<file path="config.mk">
export PLATFORM = sky130hd
export DESIGN_NAME = uart_tx_feeder
export DESIGN_NICKNAME = d
export VERILOG_FILES = /design/src/rtl/uart_tx_feeder.sv
export SDC_FILE = /design/constraint.sdc
export NUM_CORES = 1
export LEC_CHECK = 0
export BUFFER_PORTS_ARGS = -buffer_cell sky130_fd_sc_hd__clkbuf_2
export CORE_UTILIZATION = 61
export DETAILED_ROUTE_END_ITERATION = 10
export PLACE_DENSITY = 0.79
export SYNTH_ARGS = -nofsm -noshare
export SYNTH_HDL_FRONTEND = slang
export SYNTH_SLANG_ARGS = --single-unit
export TNS_END_PERCENT = 1
</file>
<file path="constraint.sdc">
create_clock -name i_clk -period 2.79 [get_ports i_clk]
set_clock_uncertainty 0.2 [all_clocks]
set_input_delay 0.4185 -clock i_clk [delete_from_list [all_inputs] [get_ports i_clk]]
set_output_delay 0.4185 -clock i_clk [all_outputs]
set_load 0.01 [all_outputs]
</file>
<file path="src/rtl/uart_tx_feeder.sv">
// Transmit-side FIFO and sequencer feeding a UART transmitter through an en/busy/done handshake.
// A watchdog aborts bytes the transmitter never completes; overflow and timeout are sticky.
module uart_tx_feeder #(
  parameter int unsigned DATA_W  = 8,
  parameter int unsigned DEPTH   = 16,
  parameter int unsigned ADDR_W  = 4,
  parameter int unsigned TIMEOUT = 4095
) (
  input  logic              i_clk,
  input  logic              i_rst_n,
  input  logic              i_wr_en,
  input  logic [DATA_W-1:0] i_wr_data,
  output logic              o_full,
  output logic              o_empty,
  output logic [ADDR_W:0]   o_level,
  output logic              o_overflow,
  output logic              o_tx_timeout,
  input  logic              i_clr_flags,
  output logic              o_tx_en,
  output logic [DATA_W-1:0] o_tx_data,
  input  logic              i_tx_busy,
  input  logic              i_tx_done
);

  localparam int unsigned WD_W = $clog2(TIMEOUT + 1);

  typedef enum logic [1:0] {
    StIdle,
    StIssue,
    StWaitDone
  } state_e;

  logic [DATA_W-1:0] r_mem [DEPTH];
  logic [ADDR_W-1:0] r_wr_ptr;
  logic [ADDR_W-1:0] r_rd_ptr;
  logic [ADDR_W:0]   r_level;
  logic              r_full;
  logic              r_empty;
  logic              r_overflow;

  state_e            r_state;
  logic              r_tx_en;
  logic [DATA_W-1:0] r_tx_data;
  logic [WD_W-1:0]   r_wd;
  logic              r_tx_timeout;

  logic              w_push;
  logic              w_pop;
  logic              w_wd_expire;
  logic [ADDR_W:0]   w_level_d;

  assign w_push      = i_wr_en && !r_full;
  assign w_pop       = (r_state == StIdle) && !r_empty;
  assign w_wd_expire = (r_wd == WD_W'(TIMEOUT - 1));

  always_comb begin
    w_level_d = r_level;
    if (w_push && !w_pop) begin
      w_level_d = r_level + (ADDR_W + 1)'(1);
    end else if (!w_push && w_pop) begin
      w_level_d = r_level - (ADDR_W + 1)'(1);
    end
  end

  // Storage carries no reset; only the pointers define which entries are live.
  always_ff @(posedge i_clk) begin
    if (w_push) begin
      r_mem[r_wr_ptr] <= i_wr_data;
    end
  end

  always_ff @(posedge i_clk or negedge i_rst_n) begin
    if (!i_rst_n) begin
      r_wr_ptr   <= '0;
      r_rd_ptr   <= '0;
      r_level    <= '0;
      r_full     <= 1'b0;
      r_empty    <= 1'b1;
      r_overflow <= 1'b0;
    end else begin
      if (w_push) begin
        r_wr_ptr <= r_wr_ptr + ADDR_W'(1);
      end
      if (w_pop) begin
        r_rd_ptr <= r_rd_ptr + ADDR_W'(1);
      end
      r_level <= w_level_d;
      r_full  <= (w_level_d == (ADDR_W + 1)'(DEPTH));
      r_empty <= (w_level_d == '0);
      if (i_wr_en && r_full) begin
        r_overflow <= 1'b1;
      end else if (i_clr_flags) begin
        r_overflow <= 1'b0;
      end
    end
  end

  always_ff @(posedge i_clk or negedge i_rst_n) begin
    if (!i_rst_n) begin
      r_state      <= StIdle;
      r_tx_en      <= 1'b0;
      r_tx_data    <= '0;
      r_wd         <= '0;
      r_tx_timeout <= 1'b0;
    end else begin
      // A timeout assignment later in this block overrides the clear.
      if (i_clr_flags) begin
        r_tx_timeout <= 1'b0;
      end
      case (r_state)
        StIdle: begin
          r_tx_en <= 1'b0;
          if (!r_empty) begin
            r_tx_data <= r_mem[r_rd_ptr];
            r_tx_en   <= 1'b1;
            r_wd      <= '0;
            r_state   <= StIssue;
          end
        end
        StIssue: begin
          if (r_wd != {WD_W{1'b1}}) begin
            r_wd <= r_wd + WD_W'(1);
          end
          if (i_tx_done) begin
            r_tx_en <= 1'b0;
            r_state <= StIdle;
          end else if (w_wd_expire) begin
            r_tx_en      <= 1'b0;
            r_tx_timeout <= 1'b1;
            r_state      <= StIdle;
          end else if (i_tx_busy) begin
            r_tx_en <= 1'b0;
            r_state <= StWaitDone;
          end
        end
        StWaitDone: begin
          r_tx_en <= 1'b0;
          if (r_wd != {WD_W{1'b1}}) begin
            r_wd <= r_wd + WD_W'(1);
          end
          if (i_tx_done) begin
            r_state <= StIdle;
          end else if (w_wd_expire) begin
            r_tx_timeout <= 1'b1;
            r_state      <= StIdle;
          end
        end
        default: begin
          r_tx_en <= 1'b0;
          r_state <= StIdle;
        end
      endcase
    end
  end

  assign o_full       = r_full;
  assign o_empty      = r_empty;
  assign o_level      = r_level;
  assign o_overflow   = r_overflow;
  assign o_tx_timeout = r_tx_timeout;
  assign o_tx_en      = r_tx_en;
  assign o_tx_data    = r_tx_data;

endmodule

</file>
==> flow_summary.yaml <==
detailed_routing:
  routedWlPerCell_um: 21.2
  firstDrtPassIters: 5
  wl_mm: 13.9
  antenna_left: 0
  via_per_inst: 6.13
  drc: 0
  vias: 4019
  drt_iter0_markers: 328
floorplanning:
  num_rows: 39
  die_height_um: 110
  dieArea_um2: 12100
  coreArea_um2: 11400
  ios: 32
  die_w_um: 110
  start_util_pct: 62.5
final_layout:
  num_antenna_cells: 0
  final_util_pct: 70.4
  n_fill_cell: 724
  drive_gt1_share_pct: 20.3
  num-nets-final: 527
  stdcell_count: 656
  area_growth_pct: 12.7
timing:
  fin_crit_sh_pct: 89.5
  drv_slew: 0
  report.final.hold_viol_count: 0
  period_needed_ns: 2.50
  max_freq_ghz: 0.400
  fin_setup_tns_ns: 0
  tightest_slew_ns: 0.899
  final-setup-viol-count: 0
  rsz0062_at_grt: "false"
  slew_headroom_pct: 40.1
global_routing:
  grt_pass1_vias: 3829
  grt.overflow.total: 0
  antenna_found_initial: 0
  grt_max_degree: 27
  grt_use_total_pct: 25.0
  grt_first_pass_wirelength_mm: 21.1
logic_synthesis:
  ys_seq_area_share_pct: 67.9
  avgSynthCellArea_um2: 15.5
  syn_nets: 486
  netlist_instances: 459
  yosysTopAreaCellShare_pct: 53.9
  synth_edf_count: 128
  synth-main-ff-cell: "edfxtp_1"
  yosys.area.top_type: "edfxtp_1"
  yosysWarnings: 0
  ys_ff_latch: 168
  synthesis.area_um2: 7140
  yosys.cell_types.count: 49
  synth_area_leaders: "edfxtp_1 (54%), dfrtp_1 (14%), mux4_1 (3.7%)"
  async_flop_share_pct: 23.8
placement:
  port_buffers: 31
  gp_congestion: 0.806
  placed_cells: 622
  dp_hpwl_mm: 9.08
setup_path:
  critPathLaunchType: "register"
  critPathArrivalTime_ns: 2.59
  worstPathMaxFanout: 14
  required_ns: 2.88
  endpoint_kind: "register"
  worstSetupPathType: "reg -> reg"
min_path:
  holdCritPathClass: "in -> reg"
clock_network:
  htree_num_levels: 4
  cts-resized-gates: 0
  cts_tree: "done"
  cts_buffers: 17
  cts_hold_buf: 2
  clock-root-buffer: "clkbuf_16"
  path_clk_slew_ns: 0.06
  cts_max_path_buffers: 2
  post_cts_buffers: 0
  clkLatencyLatePin_ns: 0.41
  clock_sinks: 168
run_status:
  outcome: "complete, no violations"
power_and_ir_drop:
  peakVddDrop_mv: 0.736
  p_leak_nw: 2.97
  powerDensity_nw_per_um2: 1050
run:
  maxCapViolCount: 0
## final cells by class
class	instances	area (um2)	area share, %
flip-flops and latches	168	4850	60.3
clock buffers	25	527	6.55
clock inverters	7	87.6	1.09
inverters	12	45.0	0.560
repair buffers	39	220	2.74
well taps	143	179	2.23
multi-input cells	262	2130	26.5
## critical path: stages (launching register included)
cell     delay, ns
dfrtp_1       0.42
inv_1         0.12
ha_1          0.23
nor2b_1       0.44
buf_4         0.31
nand2_1       0.23
nor3_1        0.32
nor2_1        0.09
## cells by family after synthesis
family | count (synthesis) | synth area share [%]
DFF | 168 | 67.9
adders and majority gates | 13 | 2.28
muxes | 60 | 12.1
and+or+nand+nor | 123 | 8.85
buffers and inverters | 29 | 2.19
xor gates and xnor gates | 16 | 1.96
AOI/OAI and AO/OA | 50 | 4.75
## state kept, by name, summed over array words and instances, names as in the netlist
signal and count:
r_mem 128, r_wd 12, o_tx_data 8, o_level 5
r_rd_ptr 4, r_wr_ptr 4, r_state 2, o_empty 1
o_full 1, o_overflow 1, o_tx_en 1, o_tx_timeout 1
## through the flow
stage          instance area (um2)  hold slack (ns)  setup slack [ns]  power (W)
5_1_grt                       8040           0.0572             0.132    0.00885
2_1_floorplan                 7140          -0.0771             0.752    0.00539
6_report                      8040           0.0442             0.292    0.00844
3_3_place_gp                  7410            0.178             0.336    0.00599
4_1_cts                       8040           0.0343             0.292    0.00847
3_5_place_dp                  7410            0.183             0.344    0.00609
## cells in the final DEF (no fill, tap or decap), drive strengths merged, types with 10 or more instances in the layout
master    n
edfxtp  128
clkbuf   56
dfrtp    39
nand2    31
mux2i    26
nor2     25
o21ai    19
mux2     18
and2     17
o22ai    17
mux4     16
ha       13
inv      12
nor3     12
xnor2    10
## routing by layer
metal / up-vias / GRT usage, % / routed length, um
li1: 1830 / - / -
met1: 2031 / 36.1 / 6270
met5: - / 0 / 0
met3: 17 / 5.82 / 803
met2: 141 / 37.6 / 6650
met4: 0 / 9.12 / 211
## where the power goes
group | leakage [nW] | switching, W | internal, W
logic | 1.01 | 0.00143 | 0.00112
registers | 1.65 | 0.000393 | 0.00312
clock network | 0.304 | 0.000898 | 0.00149
total | 2.97 | 0.00272 | 0.00572
## path summary, 6_finish.rpt
path	slack, ns	end	start	cells after the start
min	0.04	o_overflow$_DFFE_PN0P_	i_wr_en	3
min in group asynchronous	0.28	r_rd_ptr[2]$_DFFE_PN0P_	i_rst_n	2
max reg2reg	0.29	o_tx_data[2]$_DFFE_PN0P_	r_state[1]$_DFFE_PN0P_	7
max	0.29	o_tx_data[2]$_DFFE_PN0P_	r_state[1]$_DFFE_PN0P_	7
min reg2reg	0.29	r_rd_ptr[3]$_DFFE_PN0P_	r_rd_ptr[3]$_DFFE_PN0P_	1
max in group asynchronous	1.34	o_empty$_DFF_PN1_	i_rst_n	3
## synth_stat cells, types with 2 or more instances
cell,count
a21oi_1,4
and2_1,17
and3_1,2
buf_1,4
buf_2,5
buf_4,3
buf_8,2
clkbuf_1,2
dfrtp_1,39
edfxtp_1,128
ha_1,13
inv_1,12
mux2_2,18
mux2i_1,26
mux4_1,10
mux4_2,6
nand2_1,31
nand2b_1,5
nand3_1,8
nand4_1,7
nor2_1,23
nor2_2,2
nor2b_1,3
nor3_1,12
nor4_1,3
nor4_2,2
o21ai_0,18
o22ai_1,11
o22ai_2,6
o31ai_1,2
o41ai_1,2
or3_1,2
xnor2_1,10
xor2_1,6
(Power assumes the default switching activity.)
